**src/rtl/gfx_sdram_pkg.sv**
```systemverilog
// gfx_sdram_pkg: shared types and constants for the GFX
// SDRAM read responder.
package gfx_sdram_pkg;

  typedef enum logic [1:0] {
    IDLE,
    CMD,
    BEAT0,
    BEAT1
  } state_t;

  typedef logic [24:0] addr_t;

  localparam logic [31:0] ERR_DATA_DEF = 32'hFFFF_FFFF;
  localparam int          TO_W         = 8;
  localparam addr_t       ADDR_MASK    = 25'h1FF_FFFC;

endpackage

```
**src/rtl/gfx_sdram_req_fifo1.sv**
```systemverilog
// gfx_sdram_req_fifo1: one-deep pending request slot
// with a sticky overflow flag.
module gfx_sdram_req_fifo1
  import gfx_sdram_pkg::*;
(
  input  logic  clk,
  input  logic  reset,
  input  logic  push,
  input  logic  pop,
  input  addr_t din,
  output logic  valid,
  output addr_t dout,
  output logic  overflow
);

  // a push into a full slot that is not draining is lost
  always_ff @(posedge clk or posedge reset) begin
    if (reset) begin
      valid    <= 1'b0;
      dout     <= '0;
      overflow <= 1'b0;
    end else if (push && valid && !pop) begin
      overflow <= 1'b1;
    end else if (push) begin
      valid <= 1'b1;
      dout  <= din;
    end else if (pop) begin
      valid <= 1'b0;
    end
  end

endmodule

```
**src/rtl/gfx_sdram_responder.sv**
```systemverilog
// gfx_sdram_responder: 32-bit read responder doing two 16-bit
// beats on the SDRAM port. Optional GFX_SDRAM_LINE_CACHE_EN.
module gfx_sdram_responder
  import gfx_sdram_pkg::*;
#(
  parameter int unsigned TIMEOUT_CYCLES = 255,
  parameter logic [31:0] ERR_DATA       = ERR_DATA_DEF
) (
  input  logic        clk,
  input  logic        reset,
  input  logic [24:0] sdr_addr,
  input  logic        sdr_req,
  output logic [31:0] sdr_data,
  output logic        sdr_rdy,
  output logic [24:0] mem_addr,
  output logic        mem_req,
  input  logic        mem_ack,
  input  logic        mem_dv,
  input  logic [15:0] mem_q,
  output logic        busy,
  output logic        overflow,
  output logic [7:0]  timeout_cnt
);

  localparam logic [TO_W-1:0] TO_LAST =
    TO_W'(TIMEOUT_CYCLES - 1);

  state_t            state, state_n;
  logic [TO_W-1:0]   to_cnt, to_cnt_n;
  logic [7:0]        tcnt_n;
  logic [24:0]       mem_addr_n;
  logic              mem_req_n;
  logic [31:0]       sdr_data_n;
  logic              sdr_rdy_n;
  logic              pend_valid;
  addr_t             pend_addr;
  addr_t             req_base;
  logic              req_v;
  logic              push, pop;
  logic              expire;
  logic              hit;
  logic [31:0]       hit_data;

  assign req_v    = sdr_req | pend_valid;
  assign req_base = (pend_valid ? pend_addr : sdr_addr)
                  & ADDR_MASK;
  assign push     = sdr_req & ~((state == IDLE) & ~pend_valid);
  assign expire   = (TIMEOUT_CYCLES != 0) && (state != IDLE)
                  && (to_cnt == TO_LAST);
  assign busy     = (state != IDLE) | pend_valid;

  gfx_sdram_req_fifo1 u_pend (
    .clk      (clk),
    .reset    (reset),
    .push     (push),
    .pop      (pop),
    .din      (sdr_addr),
    .valid    (pend_valid),
    .dout     (pend_addr),
    .overflow (overflow)
  );

`ifdef GFX_SDRAM_LINE_CACHE_EN
  logic        c_valid;
  logic [22:0] c_tag;
  logic [31:0] c_data;
  logic        fill;

  assign fill     = (state == BEAT1) && mem_dv && !expire;
  assign hit      = c_valid && (c_tag == req_base[24:2])
                  && (state == IDLE) && req_v && !sdr_rdy;
  assign hit_data = c_data;

  // line cache: fill on good reads, drop on timeout
  always_ff @(posedge clk or posedge reset) begin
    if (reset) begin
      c_valid <= 1'b0;
      c_tag   <= '0;
      c_data  <= '0;
    end else if (expire) begin
      c_valid <= 1'b0;
    end else if (fill) begin
      c_valid <= 1'b1;
      c_tag   <= mem_addr[24:2];
      c_data  <= {mem_q, sdr_data[15:0]};
    end
  end
`else
  assign hit      = 1'b0;
  assign hit_data = '0;
`endif

  // state and registered outputs
  always_ff @(posedge clk or posedge reset) begin
    if (reset) begin
      state       <= IDLE;
      to_cnt      <= '0;
      timeout_cnt <= '0;
      mem_addr    <= '0;
      mem_req     <= 1'b0;
      sdr_data    <= '0;
      sdr_rdy     <= 1'b0;
    end else begin
      state       <= state_n;
      to_cnt      <= to_cnt_n;
      timeout_cnt <= tcnt_n;
      mem_addr    <= mem_addr_n;
      mem_req     <= mem_req_n;
      sdr_data    <= sdr_data_n;
      sdr_rdy     <= sdr_rdy_n;
    end
  end

  // next state, beat assembly, timeout and pending pop
  always_comb begin
    state_n    = state;
    mem_addr_n = mem_addr;
    mem_req_n  = mem_req;
    sdr_data_n = sdr_data;
    sdr_rdy_n  = 1'b0;
    tcnt_n     = timeout_cnt;
    pop        = 1'b0;
    to_cnt_n   = to_cnt;
    if (to_cnt != '1) to_cnt_n = to_cnt + 1'b1;
    if (expire) begin
      mem_req_n  = 1'b0;
      sdr_data_n = ERR_DATA;
      sdr_rdy_n  = 1'b1;
      state_n    = IDLE;
      if (timeout_cnt != 8'hFF) tcnt_n = timeout_cnt + 8'd1;
    end else begin
      unique case (state)
        IDLE: begin
          to_cnt_n = '0;
          if (req_v) begin
            pop = pend_valid;
            if (hit) begin
              sdr_data_n = hit_data;
              sdr_rdy_n  = 1'b1;
            end else begin
              mem_addr_n = req_base;
              mem_req_n  = 1'b1;
              state_n    = CMD;
            end
          end
        end
        CMD: begin
          if (mem_ack) begin
            mem_req_n = 1'b0;
            state_n   = BEAT0;
            if (mem_dv) begin
              sdr_data_n[15:0] = mem_q;
              state_n          = BEAT1;
            end
          end
        end
        BEAT0: begin
          if (mem_dv) begin
            sdr_data_n[15:0] = mem_q;
            state_n          = BEAT1;
          end
        end
        BEAT1: begin
          if (mem_dv) begin
            sdr_data_n[31:16] = mem_q;
            sdr_rdy_n         = 1'b1;
            state_n           = IDLE;
            if (pend_valid) begin
              pop        = 1'b1;
              mem_addr_n = pend_addr & ADDR_MASK;
              mem_req_n  = 1'b1;
              to_cnt_n   = '0;
              state_n    = CMD;
            end
          end
        end
      endcase
    end
  end

endmodule

```
**config.mk**
```make
export PLATFORM = sky130hd
export DESIGN_NAME = gfx_sdram_responder
export DESIGN_NICKNAME = d
export VERILOG_FILES = /design/src/rtl/gfx_sdram_pkg.sv /design/src/rtl/gfx_sdram_req_fifo1.sv /design/src/rtl/gfx_sdram_responder.sv
export SDC_FILE = /design/constraint.sdc
export NUM_CORES = 1
export LEC_CHECK = 0
export ABC_AREA = 1
export CORE_ASPECT_RATIO = 1.4
export CORE_UTILIZATION = 32
export DETAILED_ROUTE_END_ITERATION = 10
export PLACE_DENSITY = 0.58
export REMOVE_ABC_BUFFERS = 1
export SYNTH_ARGS = -nofsm -noshare
export SYNTH_HDL_FRONTEND = slang
export SYNTH_SLANG_ARGS = --single-unit
```
**constraint.sdc**
```tcl
create_clock -name clk -period 8.9 [get_ports clk]
set_input_delay 0.89 -clock clk [delete_from_list [all_inputs] [get_ports clk]]
set_output_delay 0.89 -clock clk [all_outputs]
set_load 0.1 [all_outputs]
```
==> flow_results.xml, run 1 <==
<?xml version="1.0" encoding="UTF-8"?>
<metrics>
  <group name="setup_path">
    <metric name="worst_setup_path_start_kind" unit="">flop</metric>
    <metric name="critPathKind" unit="">flop to output port</metric>
    <metric name="cp_num_buf_inv" unit="">2</metric>
    <metric name="critical_path_arrival" unit="ps">2300</metric>
    <metric name="reg2reg_from" unit="">state[0]</metric>
    <metric name="rr_endpoint" unit="">mem_addr[21]</metric>
    <metric name="slowest_delay" unit="ps">1130</metric>
    <metric name="critical-path-slowest-cell" unit="">clkdlybuf4s50_1</metric>
    <metric name="peak_fanout_along_the_critical_path" unit="">4</metric>
    <metric name="internal_reg_to_reg_setup_slack" unit="ps">6730</metric>
    <metric name="worst-r2r-cell-count" unit="">5</metric>
    <metric name="worst_path_required" unit="ps">8010</metric>
    <metric name="crit_family" unit="">buffers and inverters</metric>
    <metric name="cp_cell_sequence" unit="">inv_1 -&gt; ha_1 -&gt; nand2_1 -&gt; clkdlybuf4s50_1</metric>
    <metric name="crit_path_end_kind" unit="">output port</metric>
  </group>
  <group name="yosys">
    <metric name="syn_inst" unit="">583</metric>
    <metric name="synth_cell_types" unit="">33</metric>
    <metric name="post-synth-top-area-cell" unit="">dfrtp_1</metric>
    <metric name="synth_top_cells_by_count" unit="">nand2_1 (160), dfrtp_1 (100), inv_1 (89), o21ai_1 (42), nand3_1 (34)</metric>
    <metric name="top_area_cells_in_the_synthesized_netlist" unit="">dfrtp_1 (52%), nand2_1 (12%), inv_1 (6.9%)</metric>
    <metric name="synthFlopType" unit="">dfrtp_1</metric>
    <metric name="yosys_warnings" unit="">0</metric>
    <metric name="ys_ff_latch" unit="">100</metric>
    <metric name="yosys.cell_count.top_type" unit="">nand2_1</metric>
    <metric name="synth_area_per_cell" unit="um^2">8.31</metric>
    <metric name="ys_seq_area_share" unit="%">51.7</metric>
    <metric name="area_share_of_the_leading_cell_type_in_the_synthesized_netlist" unit="%">51.7</metric>
    <metric name="synth_edf_count" unit="">0</metric>
    <metric name="ys_async_rst_share" unit="%">100</metric>
    <metric name="synthesis.area" unit="mm^2">0.00484</metric>
  </group>
  <group name="route">
    <metric name="firstDrtPassIters" unit="">4</metric>
    <metric name="routedWlPerCell" unit="um">12.2</metric>
    <metric name="detailedRoute.firstIterationViolations" unit="">94</metric>
    <metric name="via_count" unit="">3889</metric>
    <metric name="antenna_violating_nets_left" unit="">0</metric>
    <metric name="drc_errors" unit="">0</metric>
    <metric name="drt-vias-per-instance" unit="">4.42</metric>
    <metric name="drt_wl_total" unit="um">10700</metric>
  </group>
  <group name="die">
    <metric name="die-area" unit="mm^2">0.0156</metric>
    <metric name="fp.coreArea" unit="mm^2">0.0146</metric>
    <metric name="fp-row-count" unit="">52</metric>
    <metric name="die_x" unit="um">106</metric>
    <metric name="die_span_in_y" unit="um">148</metric>
    <metric name="ios" unit="">115</metric>
    <metric name="initial_utilization" unit="%">33.1</metric>
  </group>
  <group name="clocking">
    <metric name="clockRootBuffer" unit="">clkbuf_16</metric>
    <metric name="cts_made_buffers" unit="">9</metric>
    <metric name="tritoncts_clock_tree" unit="">yes</metric>
    <metric name="cts.reportedPaths.clkPinSlew" unit="ps">60</metric>
    <metric name="ctsLongestPathBuffers" unit="">2</metric>
    <metric name="cts_setup_buffers" unit="">0</metric>
    <metric name="clock_latency" unit="ps">340</metric>
    <metric name="cts.repair.resized" unit="">0</metric>
    <metric name="ctsHtreeMaxLevel" unit="">3</metric>
    <metric name="cts_hold_buf" unit="">0</metric>
    <metric name="clkSinkCount" unit="">100</metric>
  </group>
  <group name="final_layout">
    <metric name="synthesis_to_layout_area_growth" unit="%">31.3</metric>
    <metric name="fraction_of_final_layout_cells_with_drive_strength_greater_than_1" unit="%">8.83</metric>
    <metric name="num-fill-cells" unit="">1479</metric>
    <metric name="nets" unit="">739</metric>
    <metric name="num_antenna_cells" unit="">0</metric>
  </group>
  <group name="placed_design">
    <metric name="globalplace.congestion" unit="">0.784</metric>
    <metric name="count_of_buffers_inserted_at_the_top_level_ports" unit="">110</metric>
    <metric name="dpl.hpwl" unit="um">7490</metric>
  </group>
  <group name="timing">
    <metric name="fin_setup_tns" unit="ps">0</metric>
    <metric name="timing.final.setup_violations" unit="">0</metric>
    <metric name="min_period" unit="ps">3190</metric>
    <metric name="worst_clock_skew" unit="ps">6.37</metric>
    <metric name="maxSlewViolCount" unit="">0</metric>
    <metric name="max_freq" unit="MHz">314</metric>
    <metric name="min_period_over_period" unit="%">35.8</metric>
    <metric name="max_slew.worst_pin.slew" unit="ps">1160</metric>
    <metric name="grt_setup_unrepaired" unit="">no</metric>
    <metric name="timing_hold_violations_final" unit="">0</metric>
    <metric name="worst_slew_margin_rel" unit="%">22.5</metric>
  </group>
  <group name="min_path">
    <metric name="timing.hold.worst.class" unit="">flop to flop</metric>
    <metric name="timing.hold.worst.start" unit="">sdr_data[10]</metric>
    <metric name="worst_hold_stages" unit="">2</metric>
    <metric name="hold_path_end" unit="">sdr_data[10]</metric>
  </group>
  <group name="grt">
    <metric name="antenna_found_initial" unit="">0</metric>
    <metric name="first_pass_grt_wire_length" unit="um">18800</metric>
    <metric name="grt_util_all_layers" unit="%">15.1</metric>
    <metric name="first_global_vias" unit="">3964</metric>
    <metric name="grt-ovfl-total" unit="">0</metric>
    <metric name="grt_max_degree" unit="">69</metric>
  </group>
  <group name="flow_run">
    <metric name="max_cap_viol_count" unit="">0</metric>
  </group>
  <group name="status">
    <metric name="status" unit="">finished, final reports clean</metric>
  </group>
</metrics>
[state kept, by name, summed over array words and instances (netlist names)]
signal           count
u_pend.overflow      1
u_pend.valid         1
state                2
mem_addr            23
mem_req              1
sdr_data            32
timeout_cnt          8
u_pend.dout         23
sdr_rdy              1
to_cnt               8
[area by class of cell]
class                           instances  area [um^2]  share of cell area (%)
Tap cell                              189          236                    3.72
Inverter                               94          359                    5.65
Multi-Input combinational cell        369         1840                    28.9
Sequential cell                       100         2500                    39.4
Timing Repair Buffer                  112         1120                    17.6
Clock buffer                           12          256                    4.04
Clock inverter                          4         47.5                   0.748
[metrics by stage]
| step | instance area, um^2 | util [%] | worst slack, ps | hold slack [ps] | std cells |
|---|---|---|---|---|---|
| finish | 6360 | 43.4 | 5710 | 469 | 880 |
| global route | 6360 | 43.4 | 5600 | 500 | 880 |
| CTS | 6360 | 43.4 | 5680 | 475 | 880 |
| detailed placement | 6050 | 41.3 | 6050 | 459 | 864 |
| global placement | 6050 | 41.3 | 6080 | 449 | 864 |
| floorplan | 4690 | - | 5390 | 438 | 563 |
[metal layers]
layer | share of wire (%) | vias up | GRT usage, %
met4 | 1.3 | 0 | 5.07
met3 | 4.7 | 8 | 3.44
li1 | - | 2012 | -
met2 | 48 | 90 | 26.7
met5 | 0 | - | 0
met1 | 46 | 1779 | 17.8
[cells in the final DEF (no fill, tap or decap), types with 4 or more instances in the layout]
master / netlist / layout
nor2_1: 30 / 29
inv_1: 89 / 88
nand3_1: 34 / 34
o21ai_0: 26 / 26
a21oi_1: 18 / 18
clkdlybuf4s50_1: 0 / 110
nand2_4: 4 / 4
mux2_2: 6 / 6
nand4_1: 4 / 4
nand2_1: 160 / 160
nand2_2: 4 / 4
o21ai_1: 42 / 42
ha_1: 7 / 7
dfrtp_1: 100 / 100
or2_2: 16 / 16
clkbuf_16: 0 / 9
xnor2_1: 4 / 4
[worst register-to-register path: stages, from the launching register on]
cell and delay [ps]:
dfrtp_1 420, ha_1 310, nor2_4 740, mux2_2 430
nand2_1 80, o21ai_1 70
[how the worst max path moves through the flow]
stage,start,to,slack [ps],cells past startpoint
finish,state[0],busy,5710,4
global route,state[0],busy,5600,4
CTS,state[0],busy,5680,4
detailed placement,state[0],busy,6050,4
global placement,state[0],busy,6080,4
floorplan,reset,mem_addr[10],5390,1
[kinds of logic after synthesis]
group	Yosys count	share of synthesized area, %
simple gates	258	23.7
buf+inv	115	10.6
flops	100	51.7
compound gates	90	9.64
fa+ha+maj	7	1.81
xor+xnor	6	1.09
mux	6	1.40
other cells	1	0.0774
Power of run 1 is not shown: default switching activity piles up to over one toggle a cycle in this logic, so the estimate is an artifact.
==> run 2, diff against run 1 <==
==> constraint.sdc (replaced) <==
create_clock -name clk -period 3.3 [get_ports clk]
set_input_delay 0.33 -clock clk [delete_from_list [all_inputs] [get_ports clk]]
set_output_delay 0.33 -clock clk [all_outputs]
set_load 0.1 [all_outputs]
==> flow_results.xml, run 2 (same netlist as run 1, synthesis figures left out) <==
<?xml version="1.0" encoding="UTF-8"?>
<metrics>
  <group name="clocking">
    <metric name="ctsHtreeMaxLevel" unit="">3</metric>
    <metric name="clockRootBuffer" unit="">clkbuf_16</metric>
    <metric name="tritoncts_clock_tree" unit="">yes</metric>
    <metric name="cts_hold_buf" unit="">0</metric>
    <metric name="clkSinkCount" unit="">100</metric>
    <metric name="cts.reportedPaths.clkPinSlew" unit="ps">70</metric>
    <metric name="cts_made_buffers" unit="">9</metric>
    <metric name="cts_setup_buffers" unit="">0</metric>
    <metric name="cts.repair.resized" unit="">0</metric>
    <metric name="ctsLongestPathBuffers" unit="">2</metric>
    <metric name="clock_latency" unit="ps">340</metric>
  </group>
  <group name="setup_path">
    <metric name="reg2reg_from" unit="">state[0]</metric>
    <metric name="worst_setup_path_startpoint" unit="">timeout_cnt[2]</metric>
    <metric name="internal_reg_to_reg_setup_slack" unit="ps">1310</metric>
    <metric name="worst_setup_path_start_kind" unit="">flop</metric>
    <metric name="cp_num_buf_inv" unit="">1</metric>
    <metric name="worst-r2r-cell-count" unit="">9</metric>
    <metric name="crit_family" unit="">buffers and inverters</metric>
    <metric name="peak_fanout_along_the_critical_path" unit="">6</metric>
    <metric name="cp_cell_sequence" unit="">clkdlybuf4s50_1</metric>
    <metric name="cp.depth" unit="">1</metric>
    <metric name="critical-path-slowest-cell" unit="">clkdlybuf4s50_1</metric>
    <metric name="worst_path_required" unit="ps">2970</metric>
    <metric name="rr_endpoint" unit="">mem_addr[7]</metric>
    <metric name="crit_end" unit="">timeout_cnt[2]</metric>
    <metric name="critical_path_arrival" unit="ps">1990</metric>
    <metric name="critPathKind" unit="">flop to output port</metric>
    <metric name="crit_path_end_kind" unit="">output port</metric>
    <metric name="slowest_delay" unit="ps">1180</metric>
  </group>
  <group name="die">
    <metric name="ios" unit="">115</metric>
    <metric name="die-area" unit="mm^2">0.0156</metric>
    <metric name="initial_utilization" unit="%">33.1</metric>
    <metric name="fp-row-count" unit="">52</metric>
    <metric name="fp.coreArea" unit="mm^2">0.0146</metric>
    <metric name="die_span_in_y" unit="um">148</metric>
    <metric name="die_x" unit="um">106</metric>
  </group>
  <group name="route">
    <metric name="antenna_violating_nets_left" unit="">0</metric>
    <metric name="drt_wl_total" unit="um">10900</metric>
    <metric name="drt-vias-per-instance" unit="">4.50</metric>
    <metric name="detailedRoute.firstIterationViolations" unit="">136</metric>
    <metric name="routedWlPerCell" unit="um">12.3</metric>
    <metric name="via_count" unit="">3965</metric>
    <metric name="drc_errors" unit="">0</metric>
    <metric name="firstDrtPassIters" unit="">4</metric>
  </group>
  <group name="final_layout">
    <metric name="multi_input_gate_area_in_the_final_layout" unit="mm^2">0.00184</metric>
    <metric name="largest_register_ffs" unit="">32</metric>
    <metric name="synthesis_to_layout_area_growth" unit="%">31.9</metric>
    <metric name="final_cell_mix" unit="">nand2_1 (160), clkdlybuf4s50_1 (109), dfrtp_1 (100), inv_1 (88), o21ai_1 (42)</metric>
    <metric name="num_antenna_cells" unit="">0</metric>
    <metric name="largestRegisters" unit="">sdr_data (32), mem_addr (23), u_pend.dout (23)</metric>
    <metric name="sequential_cell_area" unit="mm^2">0.00250</metric>
    <metric name="design_area" unit="mm^2">0.00639</metric>
    <metric name="fraction_of_final_layout_cells_with_drive_strength_greater_than_1" unit="%">9.38</metric>
    <metric name="registers.top_by_ff_count" unit="">sdr_data</metric>
    <metric name="mostFrequentLayoutCell" unit="">nand2_1</metric>
    <metric name="nets" unit="">741</metric>
    <metric name="num-fill-cells" unit="">1492</metric>
  </group>
  <group name="timing">
    <metric name="timing.final.setup_violations" unit="">0</metric>
    <metric name="min_period" unit="ps">2320</metric>
    <metric name="maxSlewViolCount" unit="">0</metric>
    <metric name="max_slew.worst_pin.slew" unit="ps">1040</metric>
    <metric name="hold-worst-slack" unit="ps">397</metric>
    <metric name="grt_setup_unrepaired" unit="">no</metric>
    <metric name="worst_clock_skew" unit="ps">8.07</metric>
    <metric name="timing_hold_violations_final" unit="">0</metric>
    <metric name="min_period_over_period" unit="%">70.2</metric>
    <metric name="worst_slew_margin_rel" unit="%">30.3</metric>
    <metric name="fin_setup_tns" unit="ps">0</metric>
    <metric name="max_freq" unit="MHz">431</metric>
  </group>
  <group name="status">
    <metric name="status" unit="">finished, final reports clean</metric>
  </group>
  <group name="grt">
    <metric name="grt-ovfl-total" unit="">0</metric>
    <metric name="antenna_found_initial" unit="">0</metric>
    <metric name="first_pass_grt_wire_length" unit="um">18300</metric>
    <metric name="grt_util_all_layers" unit="%">14.6</metric>
    <metric name="grt_max_degree" unit="">59</metric>
    <metric name="first_global_vias" unit="">3905</metric>
  </group>
  <group name="placed_design">
    <metric name="globalplace.congestion" unit="">0.773</metric>
    <metric name="dpl.hpwl" unit="um">7650</metric>
    <metric name="placement.cell_area" unit="mm^2">0.00608</metric>
    <metric name="count_of_buffers_inserted_at_the_top_level_ports" unit="">110</metric>
  </group>
  <group name="flow_run">
    <metric name="max_cap_viol_count" unit="">0</metric>
  </group>
  <group name="min_path">
    <metric name="timing.hold.worst.class" unit="">input port to asynchronous set/reset pin</metric>
  </group>
</metrics>
## run 2: cell count changes in the layout (fill, tap and decap cells not counted)
cell / delta
buf_12: +1
buf_4: +2
clkbuf_1: -1
clkdlybuf4s50_1: -1
clkinv_2: -1
clkinvlp_4: +1
inv_6: +1
## run 2: worst min path at each step
| stage | start | end | depth (start not counted) |
|---|---|---|---|
| 3_5_place_dp | sdr_data[13] | sdr_data[13] | 2 |
| 4_1_cts | reset | timeout_cnt[1] | 2 |
| 2_1_floorplan | u_pend.dout[19] | u_pend.dout[19] | 2 |
| 3_3_place_gp | u_pend.dout[21] | u_pend.dout[21] | 2 |
| 6_report | reset | timeout_cnt[1] | 2 |
| 5_1_grt | reset | timeout_cnt[1] | 2 |
## run 2: area by class of cell
class	count	area share [%]
clock buffers	11	3.96
clock inverters	5	0.920
inverters	94	5.62
multi-input cells	369	28.8
flip-flops and latches	100	39.2
well taps	189	3.70
repair buffers	114	17.9
## run 2: through the flow
step / instances / util (%) / worst slack (ps)
finish: 882 / 43.6 / 982
global route: 882 / 43.6 / 934
CTS: 882 / 43.6 / 971
detailed placement: 866 / 41.5 / 1190
global placement: 866 / 41.5 / 1250
floorplan: 563 / - / 351
## run 2: per-layer routing
metal  track usage, %  vias to the layer above  part of all wire (%)
met3             3.31                       11                   5.3
met2             25.5                      116                    49
met5                0                        -                     0
met4             4.93                        0                   1.4
li1                 -                     2014                     -
met1             17.7                     1824                    45
Power of run 2 is left out for the same reason.
